===== config.mk =====
export PLATFORM = sky130hd
export DESIGN_NAME = button_conditioner
export DESIGN_NICKNAME = d
export VERILOG_FILES = /design/src/rtl/btn_cond_pkg.sv /design/src/rtl/sync_2ff.sv /design/src/rtl/button_conditioner.sv
export SDC_FILE = /design/constraint.sdc
export NUM_CORES = 1
export LEC_CHECK = 0
export ABC_CLOCK_PERIOD_IN_PS = 2650
export BUFFER_PORTS_ARGS = -buffer_cell sky130_fd_sc_hd__buf_2
export CAP_MARGIN = 25
export CELL_PAD_IN_SITES_DETAIL_PLACEMENT = 1
export CELL_PAD_IN_SITES_GLOBAL_PLACEMENT = 1
export CORE_ASPECT_RATIO = 1.4
export CORE_UTILIZATION = 30
export CTS_BUF_LIST = sky130_fd_sc_hd__clkbuf_4 sky130_fd_sc_hd__clkbuf_8 sky130_fd_sc_hd__clkbuf_16
export DETAILED_ROUTE_END_ITERATION = 8
export MAX_ROUTING_LAYER = met4
export PLACE_DENSITY_LB_ADDON = 0.1
export SLEW_MARGIN = 5
export SYNTH_ARGS = -nofsm -noshare
export SYNTH_HDL_FRONTEND = slang
export SYNTH_SLANG_ARGS = --single-unit

===== constraint.sdc =====
create_clock -name clock_at_100mhz -period 2.65 [get_ports clock_at_100mhz]
set_input_delay 0.265 -clock clock_at_100mhz [delete_from_list [all_inputs] [get_ports clock_at_100mhz]]
set_output_delay 0.265 -clock clock_at_100mhz [all_outputs]
set_load 0.02 [all_outputs]

===== src/rtl/btn_cond_pkg.sv =====
// Package: btn_cond_pkg
// Shared definitions for the push-button conditioner.
//  - 3-bit state encoding of the debounce / auto-repeat FSM
//  - default timing constants for a 100 MHz clock
// No ports; imported by button_conditioner.
package btn_cond_pkg;

    localparam int STATE_W = 3;

    localparam logic [STATE_W-1:0] IDLE         = 3'd0;
    localparam logic [STATE_W-1:0] PRESS_WAIT   = 3'd1;
    localparam logic [STATE_W-1:0] HELD_DELAY   = 3'd2;
    localparam logic [STATE_W-1:0] HELD_REPEAT  = 3'd3;
    localparam logic [STATE_W-1:0] RELEASE_WAIT = 3'd4;

    // Defaults for 100 MHz: 10 ms debounce, 500 ms first repeat, 100 ms repeat rate.
    localparam int DEF_STABLE_CYCLES = 1_000_000;
    localparam int DEF_REPEAT_DELAY  = 50_000_000;
    localparam int DEF_REPEAT_PERIOD = 10_000_000;
    localparam int DEF_CNT_W         = 26;

endpackage


===== src/rtl/sync_2ff.sv =====
// Module: sync_2ff
// Two-flop synchroniser for asynchronous inputs; every bit gets its own
// independent flop pair, both flops clear to 0 in reset.
// Ports:
//  clock_at_100mhz  in   1      sampling clock
//  rst_n            in   1      synchronous, active-low reset
//  raw              in   WIDTH  asynchronous inputs
//  synced           out  WIDTH  second-flop outputs, safe to use in clock_at_100mhz domain
module sync_2ff #(
    parameter int WIDTH = 1
) (
    input  logic             clock_at_100mhz,
    input  logic             rst_n,
    input  logic [WIDTH-1:0] raw,
    output logic [WIDTH-1:0] synced
);

    for (genvar gi = 0; gi < WIDTH; gi++) begin : g_bit
        logic meta_reg;
        logic sync_reg;

        always_ff @(posedge clock_at_100mhz) begin
            if (!rst_n) begin
                meta_reg <= 1'b0;
                sync_reg <= 1'b0;
            end else begin
                meta_reg <= raw[gi];
                sync_reg <= meta_reg;
            end
        end

        assign synced[gi] = sync_reg;
    end

endmodule


===== src/rtl/button_conditioner.sv =====
// Module: button_conditioner
// Conditions one raw push-button: 2-FF synchronisation, counter-based debounce
// FSM, clean level/edge outputs and auto-repeat pulses while the button is held.
// Ports:
//  clock_at_100mhz  in   1  system clock (only clock)
//  rst_n            in   1  synchronous, active-low reset
//  btn_in           in   1  raw asynchronous button, active-high
//  btn_level        out  1  debounced level
//  btn_press        out  1  1-cycle pulse on accepted press
//  btn_release      out  1  1-cycle pulse on accepted release
//  btn_repeat       out  1  1-cycle pulse on press, then per auto-repeat while held
module button_conditioner
    import btn_cond_pkg::*;
#(
    parameter int STABLE_CYCLES = DEF_STABLE_CYCLES,
    parameter int REPEAT_DELAY  = DEF_REPEAT_DELAY,
    parameter int REPEAT_PERIOD = DEF_REPEAT_PERIOD,
    parameter int CNT_W         = DEF_CNT_W
) (
    input  logic clock_at_100mhz,
    input  logic rst_n,
    input  logic btn_in,
    output logic btn_level,
    output logic btn_press,
    output logic btn_release,
    output logic btn_repeat
);

    // Terminal counts: the counter is cleared on every transition and only
    // compared for equality, so it never needs to wrap.
    localparam logic [CNT_W-1:0] STABLE_LAST = CNT_W'(STABLE_CYCLES - 1);
    localparam logic [CNT_W-1:0] DELAY_LAST  = CNT_W'(REPEAT_DELAY - 1);
    localparam logic [CNT_W-1:0] PERIOD_LAST = CNT_W'(REPEAT_PERIOD - 1);

    logic               btn_sync;
    logic [STATE_W-1:0] state_reg;
    logic [STATE_W-1:0] state_next;
    logic [CNT_W-1:0]   cnt_reg;
    logic [CNT_W-1:0]   cnt_next;
    logic               level_reg;
    logic               level_next;
    logic               press_reg;
    logic               press_next;
    logic               release_reg;
    logic               release_next;
    logic               repeat_reg;
    logic               repeat_next;

    logic               stable_done;
    logic               delay_done;
    logic               period_done;

    sync_2ff #(
        .WIDTH (1)
    ) u_sync (
        .clock_at_100mhz (clock_at_100mhz),
        .rst_n           (rst_n),
        .raw             (btn_in),
        .synced          (btn_sync)
    );

    assign stable_done = (cnt_reg == STABLE_LAST);
    assign delay_done  = (cnt_reg == DELAY_LAST);
    assign period_done = (cnt_reg == PERIOD_LAST);

    // State, counter and registered outputs.
    always_ff @(posedge clock_at_100mhz) begin
        if (!rst_n) begin
            state_reg   <= IDLE;
            cnt_reg     <= '0;
            level_reg   <= 1'b0;
            press_reg   <= 1'b0;
            release_reg <= 1'b0;
            repeat_reg  <= 1'b0;
        end else begin
            state_reg   <= state_next;
            cnt_reg     <= cnt_next;
            level_reg   <= level_next;
            press_reg   <= press_next;
            release_reg <= release_next;
            repeat_reg  <= repeat_next;
        end
    end

    // Next state and counter. A change on the synchronised input always takes
    // priority over a terminal count reached in the same cycle.
    always_comb begin
        state_next = state_reg;
        cnt_next   = cnt_reg + 1'b1;
        case (state_reg)
            IDLE: begin
                cnt_next = '0;
                if (btn_sync) begin
                    state_next = PRESS_WAIT;
                end
            end
            PRESS_WAIT: begin
                if (!btn_sync) begin
                    state_next = IDLE;
                    cnt_next   = '0;
                end else if (stable_done) begin
                    state_next = HELD_DELAY;
                    cnt_next   = '0;
                end
            end
            HELD_DELAY: begin
                if (!btn_sync) begin
                    state_next = RELEASE_WAIT;
                    cnt_next   = '0;
                end else if (delay_done) begin
                    state_next = HELD_REPEAT;
                    cnt_next   = '0;
                end
            end
            HELD_REPEAT: begin
                if (!btn_sync) begin
                    state_next = RELEASE_WAIT;
                    cnt_next   = '0;
                end else if (period_done) begin
                    cnt_next = '0;
                end
            end
            RELEASE_WAIT: begin
                if (btn_sync) begin
                    // Bounce back high: repeat timing restarts, no new press.
                    state_next = HELD_DELAY;
                    cnt_next   = '0;
                end else if (stable_done) begin
                    state_next = IDLE;
                    cnt_next   = '0;
                end
            end
            default: begin
                state_next = IDLE;
                cnt_next   = '0;
            end
        endcase
    end

    // Output decode, registered alongside the state so every output changes on
    // the same edge as the transition that causes it.
    always_comb begin
        level_next   = (state_next == HELD_DELAY)  ||
                       (state_next == HELD_REPEAT) ||
                       (state_next == RELEASE_WAIT);
        press_next   = (state_reg == PRESS_WAIT)   &&  btn_sync && stable_done;
        release_next = (state_reg == RELEASE_WAIT) && !btn_sync && stable_done;
        repeat_next  = press_next ||
                       ((state_reg == HELD_DELAY)  && btn_sync && delay_done) ||
                       ((state_reg == HELD_REPEAT) && btn_sync && period_done);
    end

    assign btn_level   = level_reg;
    assign btn_press   = press_reg;
    assign btn_release = release_reg;
    assign btn_repeat  = repeat_reg;

endmodule


[Word level (Yosys, flattened, before mapping)]
Index checks and enable logic that the tools add are counted.
W data, S select, Z words.
Operators by class
  eq/ne operators: 10
  $add $sub $neg: 1
  mux-type cells: 17
  reductions and logical operators: 14
Operators with widths (number)
  $mux W26: 7
  $pmux W26 S4: 1
  $add A26 B1 Y26 const B: 1
  $eq A26 B20 Y1 const B: 1
  $eq A26 B24 Y1 const B: 1
  $eq A26 B26 Y1 const B: 1
  $mux W3: 8
  $pmux W3 S5: 1
  $eq A3 B2 Y1 const B: 4
  $logic_and A1 B1 Y1: 8
  $eq A3 B3 Y1 const B: 2
  $logic_or A1 B1 Y1: 4
  $eq A3 B1 Y1 const B: 1
  $logic_not A3 Y1: 1
  $logic_not A1 Y1: 1
Storage, ports and cells
  word-level logic and storage cells: 50
  register bits after elaboration: 35
  output and inout port bits: 4

[Depth between registers and ports, before layout]
  depth in word-level cells: 7
  gate-level depth with buffers: 8

[Hierarchy]
A second synthesis with hierarchy kept.
Unflattened totals
  cells, all modules: 174
  area total of the unflattened synthesis: 1639.1 um2
Modules (own cells, without submodules)
  button_conditioner: seq. area each 660.6 um2, cells each 170, times used 1, area each 1586.5 um2
  sync_2ff: seq. area each 40.0 um2, cells each 4, times used 1, area each 52.6 um2

[Least setup slack after synthesis]
Ideal clock, no wire load.
  path kind: register -> register
  from: reg cnt_reg[0]
  to: reg cnt_reg[0]
  required time: 2527 ps
  arrival time: 2025 ps
  slack: 502 ps
  stages on the path, launching flop included: 8
  cell sequence: dfxtp_1 -> ha_1 -> nand2_1 -> or4_4 -> or4_4 -> nand4_4 -> buf_12 -> a21oi_2
On the way
  cells in the longest elaborated chain, start to end: 4
  elaborated cells between the ends (all ways): 12
  those cells by class: add/sub (1); eq/ne (3); mux (8)
RTL lines
  start, declared: line button_conditioner.sv:38  | logic [CNT_W-1:0] cnt_reg;
  start signal, assigned: line button_conditioner.sv:77  | cnt_reg <= cnt_next;
  $add A26 B1 Y26 (tied with other cells): line button_conditioner.sv:89  | cnt_next = cnt_reg + 1'b1;
  $mux W26, on equally long branches (2 in a row)
  $pmux W26 S4 (*): line button_conditioner.sv:90  | case (state_reg)
Mark *: on every way between the ends. The rest lies on a longest branch, timed or not.
A chain may end at the register's enable or synchronous reset.

[Worst setup path after layout]
  from: reg cnt_reg[0]
  to: reg cnt_reg[18]
The elaborated chain is that of the path after synthesis.

==> flow_summary_export.csv <==
group,metric,value,unit
grt,gr-usage-met3,2.927,%
synthesis,ys_seq_area_share,39.30,%
grt,globalRouteMet2Util,28.00,%
finish,post-route-util,36.00,%
sta,setup_violations,0,
clocking,cts_made_buffers,5,
synthesis,synthCells,194,
clocking,cts_tree,"built",
pwr,power.leakage,0.0006163,µW
floorplan,io-pin-count,7,
synthesis,synth_ff_type,"dfxtp_1",
finish,finish.instance_area,0.002018,mm²
finish,diodes,0,
clocking,cts_sinks,35,
job,max_cap_viol_count,0,
synthesis,async_flop_share,0,%
setup_path,critPathLaunchType,"flop",
clocking,clk_pin_slew,80,ps
pwr,ir_drop,170.6,µV
clocking,cts-resized-gates,0,
floorplan,start_util,31.81,%
clocking,cts-root-buf,"clkbuf_8",
synthesis,avgSynthCellArea,9.191,µm²
finish,largest_reg_flops,26,
setup_path,crit_path_end,"cnt_reg[18]",
clocking,clk_latency,290,ps
setup_path,reg2reg_from,"cnt_reg[0]",
placed_design,dp_hpwl,3337,µm
sta,whs,175.4,ps
placed_design,port-buffer-count,6,
setup_path,crit_required,2830,ps
drt,remaining_drc_errors,0,
grt,grt-ovfl-total,0,
floorplan,row_count,32,
grt,grt_max_degree,27,
synthesis,syn-cell-area,0.001783,mm²
floorplan,die-area,0.006260,mm²
grt,grt_first_pass_wirelength,7245,µm
synthesis,synth_fp_nets,198,
drt,vias,1449,
sta,fmax,434.0,MHz
setup_path,end_kind,"flop",
synthesis,ys_seq_elements,35,
sta,fin_crit_sh,86.96,%
drt,drt_iter0_markers,53,
drt,wl_per_cell,15.81,µm
synthesis,yosysWarnings,0,
sta,finalSetupTns,0,ps
setup_path,worstSetupPathType,"reg -> reg",
grt,antenna_found_initial,0,
run_status,outcome,"complete, no violations",
clocking,cts_hold_buf,0,
placed_design,globalplace.congestion,0.7473,
placed_design,dpl-instance-area,0.001906,mm²
synthesis,synth_edf_count,0,
drt,firstDrtPassIters,4,
drt,vias_per_cell,5.269,
finish,drive_above_1_share,22.71,%
setup_path,r2r_cells,7,
grt,grt_use_total,15.85,%
setup_path,cp-startpoint,"cnt_reg[0]",
grt,met1_usage,16.86,%
sta,period_minus_slack,2304,ps
floorplan,die_h,93.22,µm
drt,wl,4349,µm
setup_path,reg2reg_slack,350,ps
grt,grt_busiest_layer,"met2",
finish,fillers,665,
sta,fin_skew,11.01,ps
clocking,htreeDepth,2,
pwr,pwr_density_cell,508.8,mW/mm²
setup_path,worstPathMaxFanout,11,
finish,layout-area-overhead-vs-synth,13.19,%
clocking,cts_max_path_buffers,2,
sta,tightest_slew,371.3,ps
floorplan,core_region_area,0.005605,mm²
sta,hold_viol,0,
drt,ant_nets,0,
grt,first_global_vias,1472,
setup_path,reg2reg_to,"cnt_reg[18]",
clocking,post_cts_buffers,0,
min_path,hp-class,"in -> reg",
sta,rsz0062_at_grt,"false",
sta,drv_slew,0,
setup_path,cp_data_arrival_time,2490,ps
synthesis,yosysUniqueCellTypes,38,
finish,nets,210,
floorplan,die_width,67.16,µm
sta,slew_headroom,75.05,%
[placed cells by master (no fill, tap or decap), drive strengths merged, types with 2 or more instances in the layout]
master / Yosys / layout
a211oi: 2 / 2
a21boi: 2 / 2
a21oi: 25 / 25
and2: 3 / 3
and3: 10 / 10
buf: 6 / 13
clkbuf: 2 / 5
clkinv: 0 / 2
dfxtp: 35 / 35
inv: 2 / 2
nand2: 15 / 15
nand3: 20 / 20
nand4: 6 / 6
nor2: 11 / 11
nor3: 7 / 7
nor3b: 2 / 2
nor4: 4 / 4
o22ai: 2 / 2
or4: 4 / 4
xnor2: 9 / 9
xor2: 15 / 15
[where the power goes]
group	internal (µW)	leakage [µW]	total, µW	switching [µW]
clock network	280	0.0000581	489	209
logic	3.30	0.000276	7.93	4.63
registers	527	0.000282	530	2.46
total	811	0.000616	1030	216
[cells by family after synthesis]
| kind of cell | count (synthesis) | share of synthesized area [%] |
|---|---|---|
| DFF | 35 | 39.30 |
| AOI/OAI and AO/OA | 36 | 15.79 |
| and+or+nand+nor | 88 | 28.07 |
| buffers and inverters | 10 | 4.351 |
| adders and majority gates | 1 | 0.7016 |
| xor gates and xnor gates | 24 | 11.79 |
[per-stage QoR]
stage                     total power (µW)  setup slack, ps  cells
after floorplan                      546.3            502.5    194
after global placement               549.9            391.8    267
after detailed placement             550.3            347.9    267
after CTS                             1043            334.7    275
after global routing                  1060            253.7    275
final                                 1027            345.6    275
[worst min-delay path by stage]
stage / start / endpoint / depth (start not counted)
2_1_floorplan: rst_n / u_sync.g_bit[0].meta_reg / 1
3_3_place_gp: u_sync.g_bit[0].meta_reg / u_sync.synced / 1
3_5_place_dp: u_sync.g_bit[0].meta_reg / u_sync.synced / 1
4_1_cts: btn_in / u_sync.g_bit[0].meta_reg / 2
5_1_grt: btn_in / u_sync.g_bit[0].meta_reg / 2
6_report: btn_in / u_sync.g_bit[0].meta_reg / 2
[cell type report]
cell class | instances | area (µm²) | area share, %
clock buffer | 5 | 68.82 | 3.410
clock inverter | 3 | 43.79 | 2.170
sequential | 35 | 700.7 | 34.72
timing repair buffer | 13 | 107.6 | 5.332
tap | 68 | 85.08 | 4.216
inverter | 2 | 7.507 | 0.3720
multi-input combinational | 149 | 1005 | 49.78
[worst max-delay path: stages, from the launching register on]
cell,delay [ps]
dfxtp_1,380
ha_1,180
nand2_1,90
or4_4,470
or4_4,560
nand4_4,250
buf_4,210
a21oi_2,50
[routing by layer]
metal / share of wire (%) / up-vias
li1: - / 722
met1: 42 / 699
met2: 53 / 20
met3: 2.0 / 8
met4: 2.1 / 0
met5: 0 / -
[cell usage after synthesis, types with 2 or more instances]
cell type  count  area [µm²]
a21oi_1        5       25.02
or4_1          2       15.01
o22ai_1        2       12.51
a211oi_1       2       15.01
nand3_1       19       95.09
a21oi_2       20       175.2
dfxtp_1       35       700.7
nor3_1         7       35.03
nand4_1        5       31.28
nand2_1       15       56.30
a21boi_0       2       15.01
clkbuf_1       2       7.510
and3_1        10       62.56
and2_1         3       18.77
nor3b_1        2       15.01
buf_12         2       40.04
xor2_1        15       131.4
xnor2_1        9       78.83
nor2_1        11       41.29
nor4_1         4       25.02
inv_1          2       7.510
buf_2          3       15.01
or4_4          2       22.52
No activity file was read; power rests on OpenSTA's default activity.
